**config.mk**
```make
export PLATFORM = sky130hd
export DESIGN_NAME = sc_fifo
export DESIGN_NICKNAME = d
export VERILOG_FILES = /design/src/rtl/sc_fifo.sv
export SDC_FILE = /design/constraint.sdc
export NUM_CORES = 1
export LEC_CHECK = 0
export ABC_AREA = 0
export BUFFER_PORTS_ARGS = -buffer_cell sky130_fd_sc_hd__buf_2
export CORE_ASPECT_RATIO = 0.75
export CORE_MARGIN = 10
export CORE_UTILIZATION = 40
export CTS_CLUSTER_DIAMETER = 150
export DETAILED_ROUTE_END_ITERATION = 12
export GPL_ROUTABILITY_DRIVEN = 0
export GPL_TIMING_DRIVEN = 0
export PLACE_DENSITY_LB_ADDON = 0.15
export SLEW_MARGIN = 20
export SYNTH_ARGS = -nofsm -noshare
export SYNTH_HDL_FRONTEND = slang
export SYNTH_SLANG_ARGS = --single-unit
export TNS_END_PERCENT = 100
```
**constraint.sdc**
```tcl
create_clock -name CLOCK -period 2.6 [get_ports CLOCK]
set_input_delay 0.39 -clock CLOCK [delete_from_list [all_inputs] [get_ports CLOCK]]
set_output_delay 0.39 -clock CLOCK [all_outputs]
set_load 0.01 [all_outputs]
```
**src/rtl/sc_fifo.sv**
```systemverilog
// sc_fifo: single-clock synchronous FIFO with registered read data,
// registered status flags, an occupancy count and sticky error flags.
//
// Handshake: WE and RE are requests sampled at the rising CLOCK edge. A read
// is accepted when the FIFO is not empty. A write is accepted when the FIFO
// is not full, or when it is full and a read is accepted in the same cycle.
// An accepted read loads Q at that edge, so data appears one cycle after RE.
// A rejected write sets OVERFLOW and a rejected read sets UNDERFLOW. Both
// flags stay set until RESET or FLUSH. FLUSH empties the FIFO, keeps Q, and
// overrides WE and RE. RESET overrides everything else.
module sc_fifo #(
   parameter int WIDTH      = 8,
   parameter int DEPTH_LOG2 = 4,
   parameter int AF_THRESH  = (1 << DEPTH_LOG2) - 2,
   parameter int AE_THRESH  = 2
) (
   input  logic                  CLOCK,
   input  logic                  RESET,
   input  logic [WIDTH-1:0]      DATA,
   input  logic                  WE,
   input  logic                  RE,
   input  logic                  FLUSH,
   output logic [WIDTH-1:0]      Q,
   output logic                  FULL,
   output logic                  EMPTY,
   output logic                  ALMOST_FULL,
   output logic                  ALMOST_EMPTY,
   output logic [DEPTH_LOG2:0]   COUNT,
   output logic                  OVERFLOW,
   output logic                  UNDERFLOW
);

   localparam int DEPTH = 1 << DEPTH_LOG2;
   localparam int PW    = DEPTH_LOG2;
   localparam int CW    = DEPTH_LOG2 + 1;

   localparam logic [CW-1:0] DEPTH_C = CW'(DEPTH);
   localparam logic [CW-1:0] AF_C    = CW'(AF_THRESH);
   localparam logic [CW-1:0] AE_C    = CW'(AE_THRESH);

   // Storage has no reset; words can only reach Q after they have been written.
   logic [WIDTH-1:0] mem [DEPTH];

   logic [PW-1:0]    wr_ptr_q, wr_ptr_d;
   logic [PW-1:0]    rd_ptr_q, rd_ptr_d;
   logic [CW-1:0]    count_q,  count_d;
   logic [WIDTH-1:0] q_q,      q_d;
   logic             full_q,   full_d;
   logic             empty_q,  empty_d;
   logic             af_q,     af_d;
   logic             ae_q,     ae_d;
   logic             ovf_q,    ovf_d;
   logic             udf_q,    udf_d;

   logic             rd_ok;
   logic             wr_ok;

   // Acceptance is decided from the flags as they stand before the edge.
   assign rd_ok = RE && !empty_q;
   assign wr_ok = WE && (!full_q || rd_ok);

   // Next-state logic for pointers, occupancy, read data and flags.
   always_comb begin
      wr_ptr_d = wr_ptr_q;
      rd_ptr_d = rd_ptr_q;
      count_d  = count_q;
      q_d      = q_q;
      ovf_d    = ovf_q;
      udf_d    = udf_q;

      if (FLUSH) begin
         wr_ptr_d = '0;
         rd_ptr_d = '0;
         count_d  = '0;
         ovf_d    = 1'b0;
         udf_d    = 1'b0;
      end else begin
         if (wr_ok) begin
            wr_ptr_d = wr_ptr_q + PW'(1);
         end
         if (rd_ok) begin
            rd_ptr_d = rd_ptr_q + PW'(1);
            q_d      = mem[rd_ptr_q];
         end
         if (wr_ok && !rd_ok) begin
            count_d = count_q + CW'(1);
         end else if (rd_ok && !wr_ok) begin
            count_d = count_q - CW'(1);
         end
         if (WE && !wr_ok) begin
            ovf_d = 1'b1;
         end
         if (RE && empty_q) begin
            udf_d = 1'b1;
         end
      end

      // Status flags track the occupancy after this edge.
      full_d  = (count_d == DEPTH_C);
      empty_d = (count_d == '0);
      af_d    = (count_d >= AF_C);
      ae_d    = (count_d <= AE_C);
   end

   // Control and status registers with synchronous reset.
   always_ff @(posedge CLOCK) begin
      if (RESET) begin
         wr_ptr_q <= '0;
         rd_ptr_q <= '0;
         count_q  <= '0;
         q_q      <= '0;
         full_q   <= 1'b0;
         empty_q  <= 1'b1;
         af_q     <= 1'b0;
         ae_q     <= 1'b1;
         ovf_q    <= 1'b0;
         udf_q    <= 1'b0;
      end else begin
         wr_ptr_q <= wr_ptr_d;
         rd_ptr_q <= rd_ptr_d;
         count_q  <= count_d;
         q_q      <= q_d;
         full_q   <= full_d;
         empty_q  <= empty_d;
         af_q     <= af_d;
         ae_q     <= ae_d;
         ovf_q    <= ovf_d;
         udf_q    <= udf_d;
      end
   end

   // Storage write port; reset and flush suppress the write.
   always_ff @(posedge CLOCK) begin
      if (!RESET && !FLUSH && wr_ok) begin
         mem[wr_ptr_q] <= DATA;
      end
   end

   assign Q            = q_q;
   assign FULL         = full_q;
   assign EMPTY        = empty_q;
   assign ALMOST_FULL  = af_q;
   assign ALMOST_EMPTY = ae_q;
   assign COUNT        = count_q;
   assign OVERFLOW     = ovf_q;
   assign UNDERFLOW    = udf_q;

endmodule
```
Word level (Yosys, flattened, before mapping). Memories as Yosys holds them, arrays and structs flattened. A register that Yosys moved wholly into a read port is not among the register bits. Cells that the tools add are included.

$lt $le $gt $ge: 2. Eq/ne operators: 1. Reductions and logical operators: 18. Shift operators: 0. Bitwise logic cells: 1. Multiply operators: 0. Mux-type cells: 5. Add/subtract/negate cells: 4. Divide/modulo/power cells: 0.

Operators with widths (count): two-way mux 5 bit (3); adder 4 x 1 -> 4 bit (second input constant) (2); logical AND 1 bit (8); logical NOT 1 bit (6); adder 5 x 1 -> 5 bit (second input constant) (1); equality test 5 bit (second input constant) (1); greater-or-equal comparator 5 x 4 -> 1 bit (second input constant) (1); less-or-equal comparator 5 x 2 -> 1 bit (second input constant) (1); logical NOT 5 bit (1); subtractor 5 x 1 -> 5 bit (second input constant) (1); two-way mux 1 bit (2); AND reduction 2 bit (1); OR reduction 2 bit (1); logical OR 1 bit (1); inverter 1 bit (1).

Memory bits (read-only): 0. Input port bits: 13. RAM bits: 128. Latch bits: 0. Logic and storage cells: 41. Bits in registers: 19. Memories kept: 1.

Memories: mem (depth 16, width 8, rd ports 1, clocked after Yosys merged registers in 1, write ports 1, line 42) `logic [WIDTH-1:0] mem [DEPTH];`.

Depth between registers and ports, before layout. Gate-level depths: netlist (run 1).

Depth in word-level cells: 10. Gate-level depth with buffers: 8.

Worst setup path after synthesis (run 1). Ideal clock, no wire load.

Path type: input port to flip-flop. Start point: input port RESET. End point: memory mem[0][0], enable pin. Path slack: 0.335 ns. Setup time: 0.383 ns. Data arrival time: 1.881 ns. Path buffers: 1. Stages on the path: 5. Cell sequence: dlygate4sd1_1 > nor2_1 > and2_1 > nand2_1 > nor3_1.

Word-level cells in the longest chain between the ends: 5.

Ends and longest elaborated chain: start, declared (line 18) `input logic RESET,`; logical NOT 1 bit (line 134) `if (!RESET && !FLUSH && wr_ok) begin`; logical AND 1 bit (2 in a row) (line 134); two-way mux 1 bit (line 134); two-way mux 1 bit (implied by the code) (line 135) `mem[wr_ptr_q] <= DATA;`; end, declared (line 42).

Every way passes these cells.

Worst setup path after layout (run 1).
Start point: register empty_q (netlist: EMPTY). End point: memory mem[6][7], enable pin.

Word-level cells in the longest chain between the ends: 7.

Ends and longest elaborated chain: start, declared (line 49) `logic empty_q, empty_d;`; start signal, assigned (line 124) `empty_q <= empty_d;`; logical NOT 1 bit (line 59) `assign rd_ok = RE && !empty_q;`; logical AND 1 bit (line 59); logical OR 1 bit (line 60) `assign wr_ok = WE && (!full_q || rd_ok);`; logical AND 1 bit (line 60); logical AND 1 bit (line 134); two-way mux 1 bit (line 134); two-way mux 1 bit (implied by the code) (line 135).

Every way passes these cells.

==> metrics.yaml, run 1 <==
floorplanning:
  ios: 32
  fp.dieH_um: 128
  std_cell_rows: 39
  coreArea_um2: 15300
  dieArea_um2: 21100
  initial_core_util: 0.409
  die_x_um: 164
logic_synthesis:
  synth_flop_cell: "edfxtp_1"
  yosys_register_bits: 155
  synth.distinct_cells: 51
  syn_inst: 358
  syn-mean-instance-area_um2: 17.4
  netlist_area_um2: 6240
  ys_seq_area_frac: 0.702
  synth-edff-count: 128
  yosys_warnings: 0
  synth_fp_nets: 378
  synth-async-reset-ratio: 0
worst_setup_path:
  crit_path_end: "mem[6][7]"
  endpoint_kind: "flip-flop"
  rr_worst_depth: 6
  cp-start-kind: "flip-flop"
  required_ps: 2640
  rr_startpoint: "EMPTY"
  cp-startpoint: "EMPTY"
  timing.rr.end: "mem[6][7]"
  reg2reg_setup_slack_ps: 100
  cp_data_arrival_time_ps: 2540
  worstSetupPathType: "flip-flop to flip-flop"
  crit_path_max_fanout: 10
clock_tree:
  cts_root_buf: "clkbuf_16"
  cts.sinks: 155
  cts.htree.levels: 4
  cts_buffers: 17
  cts_tree: "yes"
  clk_latency_ps: 420
  max-clock-path-buffers: 2
  cts.clk_slew.worst_paths_ps: 60
grt:
  antenna_found_initial: 0
  grt_pass1_wl_um: 20700
  grt_usage: 0.136
  grt_max_degree: 17
  first_global_vias: 3318
  overflow: 0
detailed_routing:
  via_per_inst: 5.32
  wl_per_cell_um: 22.2
  drcViolationCount: 0
  wl_met1_um: 7110
  dr_wl_met3_um: 673
  drtIter0Drc: 274
  wl_um: 13900
  route.met2.wl_um: 5940
  ant_nets: 0
  top_layer_used: "met4"
  vias: 3322
  dr.pass1.iters: 5
timing:
  whs_ps: 205
  grt_setup_unrepaired: "true"
  timing.final.crit_period_ps: 2500
  slew_viol_final: 0
  worst_pin_slew_ps: 842
  slew_headroom: 0.437
  max_clock_freq_mhz: 401
  hold_viol: 0
  setup_viol: 0
  skew_ps: 6.36
  fin_crit_sh: 0.960
cells_and_area:
  drive_gt1_frac: 0.264
  finalNonFillerCells: 625
  fin_nets: 428
  diodes: 0
  nFillCells: 1297
  area_delta_synth_final_pct: 16.9
power_and_ir_drop:
  peakVddDrop_v: 0.000518
  power.leakage_nw: 2.44
  power_per_cell_area_nw_per_um2: 728
job:
  maxCapViolations: 0
placed_design:
  dp_hpwl_um: 9330
  post-place-cells: 594
  port_buffers: 31
run_status:
  status: "finished clean"
worst_hold_path:
  hp-class: "primary input to flip-flop"
==> through the flow <==
step / TNS [ps] / setup WS, ps / util / instance area, um2 / power [mW]
floorplan: 0 / 335 / - / 6240 / 2.84
finish: 0 / 104 / 0.478 / 7290 / 5.31
detailed placement: -32860 / -351 / 0.437 / 6670 / 2.92
global placement: -46020 / -701 / 0.436 / 6650 / 2.92
CTS: 0 / 26.2 / 0.475 / 7250 / 5.35
global route: -1750 / -102 / 0.478 / 7290 / 5.47
==> cell type report <==
| type | count | area, um2 | area share |
|---|---|---|---|
| plain buffers | 19 | 148 | 0.0202 |
| inverters | 5 | 18.8 | 0.00257 |
| clock inverters | 14 | 154 | 0.0211 |
| well taps | 205 | 256 | 0.0352 |
| clock buffers | 17 | 425 | 0.0583 |
| repair buffers | 31 | 155 | 0.0213 |
| multi-input cells | 179 | 1750 | 0.240 |
| flip-flops and latches | 155 | 4380 | 0.601 |
==> report_power, final <==
| group | internal (mW) | total [mW] | switching [mW] | leakage, nW |
|---|---|---|---|---|
| Clock | 1.49 | 2.44 | 0.951 | 0.290 |
| Sequential | 2.70 | 2.71 | 0.00981 | 1.37 |
| Combinational | 0.0546 | 0.160 | 0.106 | 0.779 |
| Total | 4.24 | 5.31 | 1.07 | 2.44 |
==> flip-flops by register name, summed over array words and instances (netlist names) <==
name and cells:
rd_ptr_q 4, mem 128, ALMOST_EMPTY 1, EMPTY 1, wr_ptr_q 4, UNDERFLOW 1, Q 8, COUNT 5
ALMOST_FULL 1, OVERFLOW 1, FULL 1
==> per-layer routing <==
layer,GRT usage,up-vias
li1,-,1523
met1,0.207,1706
met3,0.0337,14
met4,0.0440,0
met5,0,-
met2,0.183,79
==> worst min path at each step <==
stage                     cells past startpoint  endpoint  slack, ps      from
after detailed placement                      2  OVERFLOW        460  OVERFLOW
after floorplan                               1  COUNT[0]        470     FLUSH
after global routing                          2  COUNT[0]        200     FLUSH
after global placement                        2  OVERFLOW        440  OVERFLOW
after CTS                                     2  COUNT[0]        180     FLUSH
final                                         2  COUNT[0]        200     FLUSH
==> cells in the mapped netlist, types with 2 or more instances <==
cell type | number | area share
o21ai_0 | 2 | 0.0016
nor3_1 | 6 | 0.0048
buf_1 | 2 | 0.0012
xor2_1 | 4 | 0.0056
a21oi_1 | 20 | 0.016
inv_1 | 5 | 0.0030
ha_1 | 7 | 0.014
xnor2_1 | 4 | 0.0056
buf_2 | 3 | 0.0024
and3_1 | 3 | 0.0030
and2_1 | 3 | 0.0030
a31oi_1 | 2 | 0.0020
nor2_1 | 37 | 0.022
edfxtp_1 | 128 | 0.62
nand2b_1 | 4 | 0.0040
mux2i_1 | 2 | 0.0032
nor2b_1 | 2 | 0.0020
buf_6 | 2 | 0.0036
nand2_1 | 12 | 0.0072
nand4_1 | 2 | 0.0020
clkbuf_1 | 2 | 0.0012
mux4_2 | 15 | 0.054
a22oi_1 | 16 | 0.019
clkdlybuf4s25_2 | 2 | 0.0032
buf_4 | 3 | 0.0036
nand3_1 | 2 | 0.0016
mux4_1 | 17 | 0.072
dfxtp_1 | 27 | 0.087
clkbuf_2 | 2 | 0.0016
==> cells in the final DEF (no fill, tap or decap), drive strengths merged, types with 3 or more instances in the layout <==
cell | synthesis | routed
buf | 11 | 42
and3 | 3 | 3
a21oi | 21 | 21
clkinv | 0 | 9
clkbuf | 5 | 22
nand2 | 12 | 12
nand2b | 4 | 4
and2 | 3 | 3
inv | 5 | 6
xor2 | 4 | 4
bufinv | 0 | 3
mux4 | 32 | 32
edfxtp | 128 | 128
a22oi | 16 | 16
nor2 | 37 | 37
ha | 7 | 7
dfxtp | 27 | 27
xnor2 | 4 | 4
nor2b | 3 | 3
nor3 | 6 | 6
==> worst max-delay path, stage by stage (launching register included) <==
cell and delay (ps):
dfxtp_1 360, nand2b_1 180, buf_4 180, a21oi_2 300, and2_1 240, nand2_1 170
nor2_1 680
==> kinds of logic (layout without fill, tap and decap cells) <==
| group | count (synthesis) | in the layout | synth area share |
|---|---|---|---|
| xor gates and xnor gates | 8 | 8 | 0.0112 |
| AOI/OAI and AO/OA | 51 | 51 | 0.0555 |
| DFF | 155 | 155 | 0.702 |
| buffers and inverters | 24 | 86 | 0.0267 |
| muxes | 34 | 34 | 0.129 |
| and+or+nand+nor | 79 | 79 | 0.0613 |
| adders and majority gates | 7 | 7 | 0.0140 |
==> what timing repair did <==
action,4_1_cts,5_1_grt
hold endpoints to repair,0,0
hold buffers,0,0
setup buffers,0,0
endpoints found under the setup margin,0,99
gates resized for setup,0,12
Power figures use the tool's default switching activity.
==> inputs of run 2 (changes only) <==
CORE_UTILIZATION = 60   (was 40)
GPL_TIMING_DRIVEN = 1   (was 0)
HOLD_SLACK_MARGIN = 0.15   (was default)
==> metrics.yaml, run 2 (synthesized netlist as in run 1, its figures left out) <==
run_status:
  status: "finished clean"
timing:
  max_clock_freq_mhz: 475
  slew_headroom: 0.573
  timing.final.crit_period_ps: 2100
  grt_setup_unrepaired: "false"
  worst_slack_ps: 497
  worst_pin_slew_ps: 638
  slew_viol_final: 0
  hold_viol: 0
  fin_crit_sh: 0.809
  skew_ps: 12.7
  setup_viol: 0
  tns_ps: 0
clock_tree:
  cts_buffers: 17
  holdBufCountCts: 0
  max-clock-path-buffers: 2
  cts_tree: "yes"
  cts_root_buf: "clkbuf_16"
  cts.htree.levels: 4
  cts_setup_buffers: 0
  clk_latency_ps: 430
  ctsResizeCount: 0
  cts.sinks: 155
  cts.clk_slew.worst_paths_ps: 60
grt:
  first_global_vias: 3290
  grt_pass1_wl_um: 19500
  grt_max_degree: 36
  antenna_found_initial: 0
  grt_usage: 0.181
  overflow: 0
cells_and_area:
  nFillCells: 681
  top_register: "mem"
  area_delta_synth_final_pct: 14.6
  largest_reg_flops: 128
  drive_gt1_frac: 0.245
  finalNonFillerCells: 557
  layout_common_cells: "128 x edfxtp_1, 37 x nor2_1, 31 x buf_2, 26 x dfxtp_1, 20 x a21oi_1"
  final_util: 0.701
  fin_nets: 428
  diodes: 0
  final_common_cell: "edfxtp_1"
power_and_ir_drop:
  power.leakage_nw: 2.44
  p_total_mw: 5.20
  peakVddDrop_v: 0.000594
  power_per_cell_area_nw_per_um2: 727
placed_design:
  post-place-cells: 525
  dp_hpwl_um: 8280
  pre_cts_ws_ps: 411
  port_buffers: 31
worst_setup_path:
  endpoint_kind: "flip-flop"
  required_ps: 2650
  cp-start-kind: "flip-flop"
  cpMaxStageDelayCell: "nor2_1"
  crit_path_cell_trace: "nand2b_1 -> a21oi_2 -> and2_1 -> nand2_1 -> nor2_1"
  crit_path_max_fanout: 8
  max_stage_delay_ps: 530
  worstSetupPathType: "flip-flop to flip-flop"
  cp_data_arrival_time_ps: 2160
detailed_routing:
  drtIter0Drc: 405
  dr.pass1.iters: 5
  via_per_inst: 6.03
  wl_um: 12700
  vias: 3357
  drcViolationCount: 0
  wl_per_cell_um: 22.8
  ant_nets: 0
floorplanning:
  initial_core_util: 0.611
  coreArea_um2: 10200
  std_cell_rows: 32
  fp.dieH_um: 108
  ios: 32
  dieArea_um2: 14900
  die_x_um: 138
job:
  maxCapViolations: 0
worst_hold_path:
  hp-class: "primary input to flip-flop"
-- run 2: cell count changes in the layout (fill, tap and decap cells not counted), moves of 3 or more --
cell      change
buf_2         -3
nor2_2        -9
nor3_4        -3
nor3_1        +4
inv_6         +3
buf_4        +14
clkinv_4      +4
nor2_1        +9
clkinv_2      -7
-- run 2: worst paths after layout --
kind,slack (ps),start,endpoint,cells past startpoint
max,500,EMPTY,mem[15][2],5
min,190,FLUSH,COUNT[0],2
max reg2reg,500,EMPTY,mem[15][2],5
min reg2reg,470,UNDERFLOW,UNDERFLOW,2
-- run 2: power breakdown --
| group | switching [mW] | internal, mW |
|---|---|---|
| Combinational | 0.0964 | 0.0524 |
| Clock | 1.01 | 1.33 |
| Sequential | 0.0100 | 2.70 |
| Total | 1.12 | 4.08 |
-- run 2: final cells by class --
| type | instances | area, um2 | area share |
|---|---|---|---|
| Sequential cell | 155 | 4390 | 0.613 |
| Clock inverter | 14 | 135 | 0.0189 |
| Timing Repair Buffer | 50 | 323 | 0.0451 |
| Multi-Input combinational cell | 179 | 1690 | 0.236 |
| Tap cell | 136 | 170 | 0.0238 |
| Clock buffer | 18 | 429 | 0.0600 |
| Inverter | 5 | 18.8 | 0.00262 |
-- run 2: metal layers --
layer  global-route usage  vias to the layer above  share of wire
met5                    0                        -              0
met4               0.0646                        0          0.011
met3               0.0602                       15          0.091
met2                0.246                      148           0.46
met1                0.267                     1672           0.44
li1                     -                     1522              -
-- run 2: critical path: cells and delay by family, from the launching register on --
family	cells	cell delay (ps)
AO/OA/AOI/OAI	1	280
flip-flops	1	360
AND/OR/NAND/NOR	4	1090
-- run 2: metrics by stage --
stage | area [um2] | hold WS (ps)
2_1_floorplan | 6240 | 469
3_3_place_gp | 6590 | 454
3_5_place_dp | 6590 | 463
4_1_cts | 7150 | 180
5_1_grt | 7150 | 184
6_report | 7150 | 192
